===== src/rtl/atom_pkg.sv =====
// Shared RV32 decode definitions: opcode constants, decoded-entry layout and
// the decode-stage occupancy states.
package atom_pkg;

    localparam int unsigned XLEN = 32;

    localparam logic [6:0] OPC_LOAD   = 7'b0000011;
    localparam logic [6:0] OPC_OP_IMM = 7'b0010011;
    localparam logic [6:0] OPC_JALR   = 7'b1100111;
    localparam logic [6:0] OPC_FENCE  = 7'b0001111;
    localparam logic [6:0] OPC_SYSTEM = 7'b1110011;
    localparam logic [6:0] OPC_STORE  = 7'b0100011;
    localparam logic [6:0] OPC_BRANCH = 7'b1100011;
    localparam logic [6:0] OPC_LUI    = 7'b0110111;
    localparam logic [6:0] OPC_AUIPC  = 7'b0010111;
    localparam logic [6:0] OPC_JAL    = 7'b1101111;
    localparam logic [6:0] OPC_OP     = 7'b0110011;

    typedef struct packed {
        logic r;
        logic i;
        logic s;
        logic b;
        logic u;
        logic j;
    } fmt_t;

    typedef struct packed {
        logic [XLEN-1:0] instr;
        logic [XLEN-1:0] pc;
        fmt_t            fmt;
        logic            illegal;
    } entry_t;

    typedef enum logic [1:0] {
        OCC_EMPTY = 2'd0,
        OCC_MAIN  = 2'd1,
        OCC_FULL  = 2'd2
    } occ_e;

endpackage


===== src/rtl/decode_stage_if.sv =====
// Fetch-side and downstream handshake bundle for decode_stage.
// master = surrounding pipeline (fetch + consumer), slave = decode_stage.
interface decode_stage_if;
    import atom_pkg::*;

    logic            if_valid;
    logic            if_ready;
    logic [XLEN-1:0] if_instruction;
    logic [XLEN-1:0] if_pc;
    logic            id_valid;
    logic            id_ready;
    logic [XLEN-1:0] id_instruction;
    logic [XLEN-1:0] id_pc;
    logic            is_type_R;
    logic            is_type_I;
    logic            is_type_S;
    logic            is_type_B;
    logic            is_type_U;
    logic            is_type_J;
    logic            id_illegal;

    modport master (
        output if_valid, if_instruction, if_pc, id_ready,
        input  if_ready, id_valid, id_instruction, id_pc,
        input  is_type_R, is_type_I, is_type_S, is_type_B, is_type_U, is_type_J,
        input  id_illegal
    );

    modport slave (
        input  if_valid, if_instruction, if_pc, id_ready,
        output if_ready, id_valid, id_instruction, id_pc,
        output is_type_R, is_type_I, is_type_S, is_type_B, is_type_U, is_type_J,
        output id_illegal
    );

endinterface


===== src/rtl/instr_classify.sv =====
// Combinational RV32 opcode-to-format classifier (one-hot R/I/S/B/U/J).
// Illegal-opcode flag is produced only when ILLEGAL_DETECT_EN is defined.
module instr_classify
    import atom_pkg::*;
(
    input  logic [XLEN-1:0] instr_i,
    output fmt_t            fmt_o,
    output logic            illegal_o
);

    logic unused_hi;
    assign unused_hi = ^instr_i[XLEN-1:7];

    always_comb begin
        fmt_o = '0;
        case (instr_i[6:0])
            OPC_OP:                                                fmt_o.r = 1'b1;
            OPC_LOAD, OPC_OP_IMM, OPC_JALR, OPC_FENCE, OPC_SYSTEM: fmt_o.i = 1'b1;
            OPC_STORE:                                             fmt_o.s = 1'b1;
            OPC_BRANCH:                                            fmt_o.b = 1'b1;
            OPC_LUI, OPC_AUIPC:                                    fmt_o.u = 1'b1;
            OPC_JAL:                                               fmt_o.j = 1'b1;
            default: ;
        endcase
    end

`ifdef ILLEGAL_DETECT_EN
    assign illegal_o = (fmt_o == '0) || (instr_i[1:0] != 2'b11);
`else
    assign illegal_o = 1'b0;
`endif

endmodule


===== src/rtl/decode_stage.sv =====
// RV32 instruction-decode stage: classify on entry, hold in a main output
// register backed by one skid entry so if_ready never depends on id_ready.
module decode_stage
    import atom_pkg::*;
(
    input  logic           clk,
    input  logic           rst_n,
    input  logic           flush,
    decode_stage_if.slave  bus
);

    occ_e   occ_q, occ_d;
    entry_t main_q, main_d;
    entry_t skid_q, skid_d;
    entry_t in_entry;
    fmt_t   in_fmt;
    logic   in_illegal;
    logic   in_xfer;
    logic   out_xfer;

    instr_classify u_classify (
        .instr_i   (bus.if_instruction),
        .fmt_o     (in_fmt),
        .illegal_o (in_illegal)
    );

    assign in_entry = {bus.if_instruction, bus.if_pc, in_fmt, in_illegal};

    assign bus.if_ready = (occ_q != OCC_FULL);
    assign bus.id_valid = (occ_q != OCC_EMPTY);
    assign in_xfer      = bus.if_valid & bus.if_ready;
    assign out_xfer     = bus.id_valid & bus.id_ready;

    // Skid is only ever filled while main holds an unconsumed entry, and is
    // drained into main before if_ready can reopen, which keeps order intact.
    always_comb begin
        occ_d  = occ_q;
        main_d = main_q;
        skid_d = skid_q;
        if (flush) begin
            occ_d = OCC_EMPTY;
        end else begin
            case (occ_q)
                OCC_EMPTY: begin
                    if (in_xfer) begin
                        main_d = in_entry;
                        occ_d  = OCC_MAIN;
                    end
                end
                OCC_MAIN: begin
                    if (in_xfer && out_xfer) begin
                        main_d = in_entry;
                    end else if (in_xfer) begin
                        skid_d = in_entry;
                        occ_d  = OCC_FULL;
                    end else if (out_xfer) begin
                        occ_d = OCC_EMPTY;
                    end
                end
                OCC_FULL: begin
                    if (out_xfer) begin
                        main_d = skid_q;
                        occ_d  = OCC_MAIN;
                    end
                end
                default: occ_d = OCC_EMPTY;
            endcase
        end
    end

    always_ff @(posedge clk or negedge rst_n) begin
        if (!rst_n) begin
            occ_q  <= OCC_EMPTY;
            main_q <= '0;
            skid_q <= '0;
        end else begin
            occ_q  <= occ_d;
            main_q <= main_d;
            skid_q <= skid_d;
        end
    end

    assign bus.id_instruction = main_q.instr;
    assign bus.id_pc          = main_q.pc;
    assign bus.is_type_R      = main_q.fmt.r;
    assign bus.is_type_I      = main_q.fmt.i;
    assign bus.is_type_S      = main_q.fmt.s;
    assign bus.is_type_B      = main_q.fmt.b;
    assign bus.is_type_U      = main_q.fmt.u;
    assign bus.is_type_J      = main_q.fmt.j;
    assign bus.id_illegal     = main_q.illegal;

endmodule


===== src/flat_wrapper.sv =====
// flat-port wrapper written by rule: the top's interface ports become plain ports
module decode_stage_flat import atom_pkg::*;
  (clk, rst_n, flush, bus_if_valid, bus_if_instruction, bus_if_pc, bus_id_ready, bus_if_ready, bus_id_valid, bus_id_instruction, bus_id_pc, bus_is_type_R, bus_is_type_I, bus_is_type_S, bus_is_type_B, bus_is_type_U, bus_is_type_J, bus_id_illegal);
  decode_stage_if bus_i ();
  input  logic clk;
  input  logic rst_n;
  input  logic flush;
  input wire logic [$bits(bus_i.if_valid)-1:0] bus_if_valid;
  input wire logic [$bits(bus_i.if_instruction)-1:0] bus_if_instruction;
  input wire logic [$bits(bus_i.if_pc)-1:0] bus_if_pc;
  input wire logic [$bits(bus_i.id_ready)-1:0] bus_id_ready;
  output wire logic [$bits(bus_i.if_ready)-1:0] bus_if_ready;
  output wire logic [$bits(bus_i.id_valid)-1:0] bus_id_valid;
  output wire logic [$bits(bus_i.id_instruction)-1:0] bus_id_instruction;
  output wire logic [$bits(bus_i.id_pc)-1:0] bus_id_pc;
  output wire logic [$bits(bus_i.is_type_R)-1:0] bus_is_type_R;
  output wire logic [$bits(bus_i.is_type_I)-1:0] bus_is_type_I;
  output wire logic [$bits(bus_i.is_type_S)-1:0] bus_is_type_S;
  output wire logic [$bits(bus_i.is_type_B)-1:0] bus_is_type_B;
  output wire logic [$bits(bus_i.is_type_U)-1:0] bus_is_type_U;
  output wire logic [$bits(bus_i.is_type_J)-1:0] bus_is_type_J;
  output wire logic [$bits(bus_i.id_illegal)-1:0] bus_id_illegal;
  assign bus_i.if_valid = bus_if_valid;
  assign bus_i.if_instruction = bus_if_instruction;
  assign bus_i.if_pc = bus_if_pc;
  assign bus_i.id_ready = bus_id_ready;
  assign bus_if_ready = bus_i.if_ready;
  assign bus_id_valid = bus_i.id_valid;
  assign bus_id_instruction = bus_i.id_instruction;
  assign bus_id_pc = bus_i.id_pc;
  assign bus_is_type_R = bus_i.is_type_R;
  assign bus_is_type_I = bus_i.is_type_I;
  assign bus_is_type_S = bus_i.is_type_S;
  assign bus_is_type_B = bus_i.is_type_B;
  assign bus_is_type_U = bus_i.is_type_U;
  assign bus_is_type_J = bus_i.is_type_J;
  assign bus_id_illegal = bus_i.id_illegal;
  decode_stage u_core (.clk(clk), .rst_n(rst_n), .flush(flush), .bus(bus_i));
endmodule

===== config.mk =====
export PLATFORM = sky130hd
export DESIGN_NAME = decode_stage_flat
export DESIGN_NICKNAME = d
export VERILOG_FILES = /design/src/rtl/atom_pkg.sv /design/src/rtl/decode_stage_if.sv /design/src/rtl/instr_classify.sv /design/src/rtl/decode_stage.sv /design/src/flat_wrapper.sv
export SDC_FILE = /design/constraint.sdc
export NUM_CORES = 1
export LEC_CHECK = 0
export ABC_CLOCK_PERIOD_IN_PS = 2200
export BUFFER_PORTS_ARGS = -buffer_cell sky130_fd_sc_hd__buf_4
export CORE_MARGIN = 2
export CORE_UTILIZATION = 50
export CTS_CLUSTER_SIZE = 40
export DETAILED_ROUTE_END_ITERATION = 10
export PLACE_DENSITY = 0.75
export SLEW_MARGIN = 20
export SYNTH_ARGS = -nofsm -noshare
export SYNTH_HDL_FRONTEND = slang
export SYNTH_SLANG_ARGS = --single-unit
export TNS_END_PERCENT = 10

===== constraint.sdc =====
create_clock -name clk -period 2.2 [get_ports clk]
set_clock_uncertainty 0.2 [all_clocks]
set_input_delay 0.22 -clock clk [delete_from_list [all_inputs] [get_ports clk]]
set_output_delay 0.22 -clock clk [all_outputs]
set_load 0.1 [all_outputs]

== Yosys cells after proc, flatten, opt, wreduce, memory -nomap -nowiden ==
Cells that the tools add are included.

* Shift-type cells: 0
* $mul: 0
* Divide/modulo/power cells: 0
* Equal/unequal tests: 21
* Add/sub/neg operators: 0
* Bitwise operators: 4
* Muxes and demuxes: 17
* Reduce and logical (&&, ||, !) cells: 9
* Order comparisons: 0

{| class="wikitable"
|+ Operator list
! cell !! number
|-
| $mux W71 || 3
|-
| $pmux W71 S3 || 1
|-
| $eq A7 B7 Y1 const B || 4
|-
| $eq A7 B6 Y1 const B || 3
|-
| $eq A7 B5 Y1 const B || 2
|-
| $mux W2 || 6
|-
| $reduce_and A4 Y1 || 2
|-
| $eq A7 B2 Y1 const B || 1
|-
| $eq A7 B4 Y1 const B || 1
|-
| $mux W1 || 6
|-
| $ne A2 B1 Y1 const B || 3
|-
| $ne A3 B2 Y1 const B || 2
|-
| $pmux W2 S3 || 1
|-
| $reduce_and A5 Y1 || 1
|-
| $reduce_or A5 Y1 || 1
|-
| $ne A4 B2 Y1 const B || 1
|-
| $ne A3 B3 Y1 const B || 1
|-
| $reduce_bool A3 Y1 || 1
|-
| $and A1 B1 Y1 || 2
|-
| $eq A2 B1 Y1 const B || 1
|-
| $eq A2 B2 Y1 const B || 1
|-
| $logic_not A2 Y1 || 1
|-
| $ne A2 B2 Y1 const B || 1
|-
| $not A1 Y1 || 2
|-
| other kinds (3) || 3
|}

* Flip-flop bits (word level): 143
* Output and inout port bits: 73
* Bits in read-only memories: 0
* Memories kept: 0
* Input port bits: 69
* Latch bits: 0
* RAM bits: 0
* Logic and storage cells: 69

== Logic depth before layout (Yosys ltp) ==
* Depth in word-level cells: 7
* Gate-level depth with buffers: 7
* Mapped depth without buffers: 4

== By module ==
A second synthesis with hierarchy kept.

* Cell total of the unflattened synthesis: 417
* Area total of the unflattened synthesis: 6442.4 um^2

{| class="wikitable"
|+ Modules (own cells, without submodules)
! module !! times used !! cells each !! area an instance (um^2) !! sequential area each (um^2)
|-
| decode_stage || 1 || 396 || 6326.1 || 3603.5
|-
| instr_classify || 1 || 21 || 116.4 || 0.0
|}

== Worst setup path after synthesis ==
Ideal clock, no wire load.

* Path type: register to register
* Start: register u_core.occ_q[1]
* End: register u_core.main_q, in the netlist u_core.bus.id_pc[10]
* Cell stages (with the launch flop): 7
* Buffers on the path: 2
* Arrival time: 1.787 ns
* Period minus slack after synthesis: 2.114 ns
* Setup slack: 0.086 ns
* Setup time: 0.127 ns
* Required time: 1.873 ns
* Cell sequence: dfrtp_1 -> nor2b_1 -> buf_2 -> buf_4 -> inv_1 -> mux2i_1 -> o21ai_1

* Longest elaborated chain between the ends: 5
* Elaborated cells on any way between the ends: 14
* Those cells by class: 6 x eq/ne; 1 x mux; 2 x bitwise; 5 x reduce/logical

{| class="wikitable"
|+ Ends and longest elaborated chain
! element !! RTL line !! RTL
|-
| from (decl) || decode_stage.sv:12 || <nowiki>occ_e occ_q, occ_d;</nowiki>
|-
| from (signal assigned) || decode_stage.sv:73 || <nowiki>occ_q <= OCC_EMPTY;</nowiki>
|-
| from (signal assigned) || decode_stage.sv:77 || <nowiki>occ_q <= occ_d;</nowiki>
|-
| $ne A2 B2 Y1 * || decode_stage.sv:29 || <nowiki>assign bus.if_ready = (occ_q != OCC_FULL);</nowiki>
|-
| via bus_if_ready || flat_wrapper.sv:12 || <nowiki>output wire logic [$bits(bus_i.if_ready)-1:0] bus_if_ready;</nowiki>
|-
| $and A1 B1 Y1 * || decode_stage.sv:31 || <nowiki>assign in_xfer = bus.if_valid & bus.if_ready;</nowiki>
|-
| $logic_and A1 B1 Y1 || decode_stage.sv:51 || <nowiki>if (in_xfer && out_xfer) begin</nowiki>
|-
| $ne A2 B1 Y1 (no line) || n/a ||
|-
| $reduce_and A5 Y1 (no line) * || n/a ||
|-
| to (signal assigned) || decode_stage.sv:78 || <nowiki>main_q <= main_d;</nowiki>
|-
| to (decl) || decode_stage.sv:13 || <nowiki>entry_t main_q, main_d;</nowiki>
|}

Mark *: on every way through the listed nets, which the timed path passes. The rest lies on a longest branch.
A chain may end at the register's enable or synchronous reset.

== Worst setup path in the final report ==
* Start: register u_core.occ_q[0]
* End: output bus_if_ready

* Longest elaborated chain between the ends: 1

{| class="wikitable"
|+ Ends and longest elaborated chain
! element !! RTL line
|-
| $ne A2 B2 Y1 || decode_stage.sv:29
|-
| to (decl) || flat_wrapper.sv:12
|}

No other way between the ends.

==> qor.yml <==
outcome:
  status: "complete, no violations"
synthesis:
  synth-seq-cells: 142
  synth_top_family_by_area: "simple AND/OR/NAND/NOR gates"
  synth_compound_area_share_pct: 12.6
  ys_seq_area_share_pct: 57.1
  yosysWarnings: 0
  synth_edf_count: 0
  synth.distinct_cells: 33
  synthTopCellsByArea: "dfrtp_1, nand2_1, mux2i_1"
  synth_xor_area_share_pct: 0
  ys_async_sr_fraction_pct: 100
  synth_top_cell_by_area: "dfrtp_1"
  synthSimpleGateAreaFrac_pct: 15.0
  synth.avg_cell_area_um2: 9.68
  syn_area_mm2: 0.00622
  postSynthCellCount: 643
  synthAdderAreaFrac_pct: 0
  synthMuxAreaShare_pct: 10.9
  synth_top_cell_area_share_pct: 57.1
  syn_nets: 712
  ys.flop_type: "dfrtp_1"
drt:
  ant_nets: 0
  route.detailed.drc: 0
  dr.pass1.iters: 4
  drtIter0Drc: 372
  routed_via_density: 5.27
  vias: 5370
  wl_um: 16300
  avgRoutedWirePerCell_um: 16.0
setup_path:
  path_class: "reg2out"
  cpPeakStageDelay_ns: 0.47
  worstPathRequired_ns: 1.78
  crit_fanout: 16
  start_kind: "flop"
  crit_chain: "nor2b_4 > buf_12 > inv_1 > buf_4"
  cpMaxStageDelayCell: "dfrtp_1"
  critical_path.top_delay_family: "buffers and inverters"
  worstPathArrival_ns: 1.70
  critPathBufInv: 3
  crit_path_end_kind: "output port"
cts:
  cts_tree: "built"
  clockBufferDepth: 2
  clock_latency_ns: 0.42
  cts_root_buf: "clkbuf_16"
  post-cts-setup-buffers: 0
  cts_max_level: 4
  cts.sinks: 142
  clk_pin_slew_worst_paths_ns: 0.06
  cts_buffers: 17
worst_hold_path:
  hp-class: "in2reg"
timing:
  max_freq_mhz: 473
  fin_crit_ns: 2.12
  finalCritPeriodShare_pct: 96.2
  rsz0062_at_grt: "yes"
  hold_slack_ns: 0.0288
  finalSetupViolCount: 0
  slew_violations: 0
  finalHoldViolations: 0
global_route:
  track_usage_pct: 25.8
  overflow: 0
  grt_pass1_vias: 5608
  grt_max_degree: 64
  grt_pass1_wl_um: 26600
  antenna_found_initial: 0
cells_and_area:
  drive_above_1_share_pct: 23.4
  design_area_mm2: 0.00873
  fin_nets: 906
  n_fill_cell: 857
  fin_cells: 1019
  syn2layout_area_growth_pct: 40.3
placement:
  dp.cells: 917
  dpl.hpwl_um: 9800
  port_buffers: 140
  dpl_cell_area_mm2: 0.00740
  gp_congestion: 0.809
pwr:
  powerDensity_mw_per_mm2: 1060
  p_leak_nw: 4.12
  ir_drop_v: 0.000728
  power_mw: 9.29
die:
  die_area_mm2: 0.0134
  initial_core_util_pct: 51.6
  core_mm2: 0.0121
  die_w_um: 116
  rows: 40
  ioPinCount: 142
  die_h_um: 116
job:
  cap_viol_max_count: 0
==> cells in the mapped netlist (all sizes together), types with 3 or more instances <==
cell / instances
nor3: 3
buf: 26
mux2: 5
a21oi: 5
inv: 3
o21ai: 143
nand2: 203
or3: 4
mux2i: 62
dfrtp: 142
clkbuf: 22
nor2: 4
==> tightest hold or removal path: stages <==
cell,delay [ns]
buf_4,0.10
o21a_1,0.13
o22a_1,0.13
nor2_1,0.04
==> state kept, by name (all words and copies together) (netlist names), 2 cells and up <==
| register | cells |
|---|---|
| u_core.bus.id_pc | 32 |
| u_core.occ_q | 2 |
| u_core.bus.id_instruction | 32 |
| u_core.skid_q | 70 |
==> metal layers <==
metal,up-vias,GRT usage [%],share of wire (%)
li1,2540,-,-
met1,2659,31.9,43
met2,149,43.8,50
met3,22,5.96,5.2
met4,0,10.4,1.7
met5,-,0,0
==> metrics by stage <==
stage | worst slack (ns) | utilization (%) | TNS [ns]
final | 0.0837 | 72.4 | 0
after detailed placement | 0.314 | 61.3 | 0
after CTS | 0.0232 | 72.2 | 0
after global routing | -0.00808 | 72.3 | -0.00808
after global placement | 0.412 | 61.3 | 0
after floorplan | 0.0856 | - | 0
==> final timing paths <==
check                                            end  slack (ns)              start  cells after the start
worst max-delay path                    bus_if_ready        0.08    u_core.occ_q[0]                      4
worst min-delay path                 u_core.occ_q[0]        0.03       bus_if_valid                      4
worst max register to register       u_core.occ_q[1]        0.10    u_core.occ_q[0]                      5
worst min register to register     u_core.skid_q[14]        0.27  u_core.skid_q[14]                      2
max in group asynchronous        u_core.bus.id_pc[1]        1.06              rst_n                      3
min in group asynchronous       u_core.bus.id_pc[23]        0.09              rst_n                      2
==> cells by family (layout without fill, tap and decap cells) <==
group / Yosys count / after routing
compound gates: 153 / 153
buf+inv: 51 / 258
flops: 142 / 142
mux: 67 / 67
other cells: 1 / 2
simple gates: 229 / 229
==> layout by cell type, fill, tap and decap left out, types with 2 or more instances in the layout <==
master	count
dlygate4sd3_1	69
clkinv_2	5
o21ai_0	83
nand3_1	2
dfrtp_1	142
or2_2	2
buf_4	148
nand3b_1	2
nor2_1	4
clkbuf_8	4
mux2i_1	62
o21ai_1	60
bufinv_16	3
inv_1	3
clkbuf_16	17
clkinvlp_4	3
or3_1	3
nor3_1	2
nand4_1	2
mux2_2	5
buf_12	5
a21oi_1	5
nand2_1	203
==> final cells by class <==
| type | instances | area [µm²] | area share [%] |
|---|---|---|---|
| Multi-Input combinational cell | 450 | 2420 | 27.7 |
| Clock buffer | 21 | 480 | 5.51 |
| Clock inverter | 11 | 138 | 1.58 |
| Sequential cell | 142 | 3550 | 40.7 |
| Timing Repair Buffer | 223 | 1910 | 21.9 |
| Tap cell | 168 | 210 | 2.41 |
| Inverter | 3 | 11.3 | 0.129 |
| Antenna cell | 1 | 2.50 | 0.0287 |
==> timing repair <==
| action | in CTS | in global routing |
|---|---|---|
| gates resized for setup | 1 | 3 |
| hold buffers | 69 | 0 |
| hold endpoints to repair | 274 | 0 |
| endpoints found under the setup margin | 1 | 2 |
==> power breakdown <==
| group | switching, mW | internal, mW | leakage [nW] | total [mW] |
|---|---|---|---|---|
| registers | 0.290 | 3.12 | 1.80 | 3.41 |
| clock network | 1.07 | 1.89 | 0.301 | 2.96 |
| logic | 2.20 | 0.713 | 2.02 | 2.91 |
Note: power is estimated with default switching activity, not from simulation.
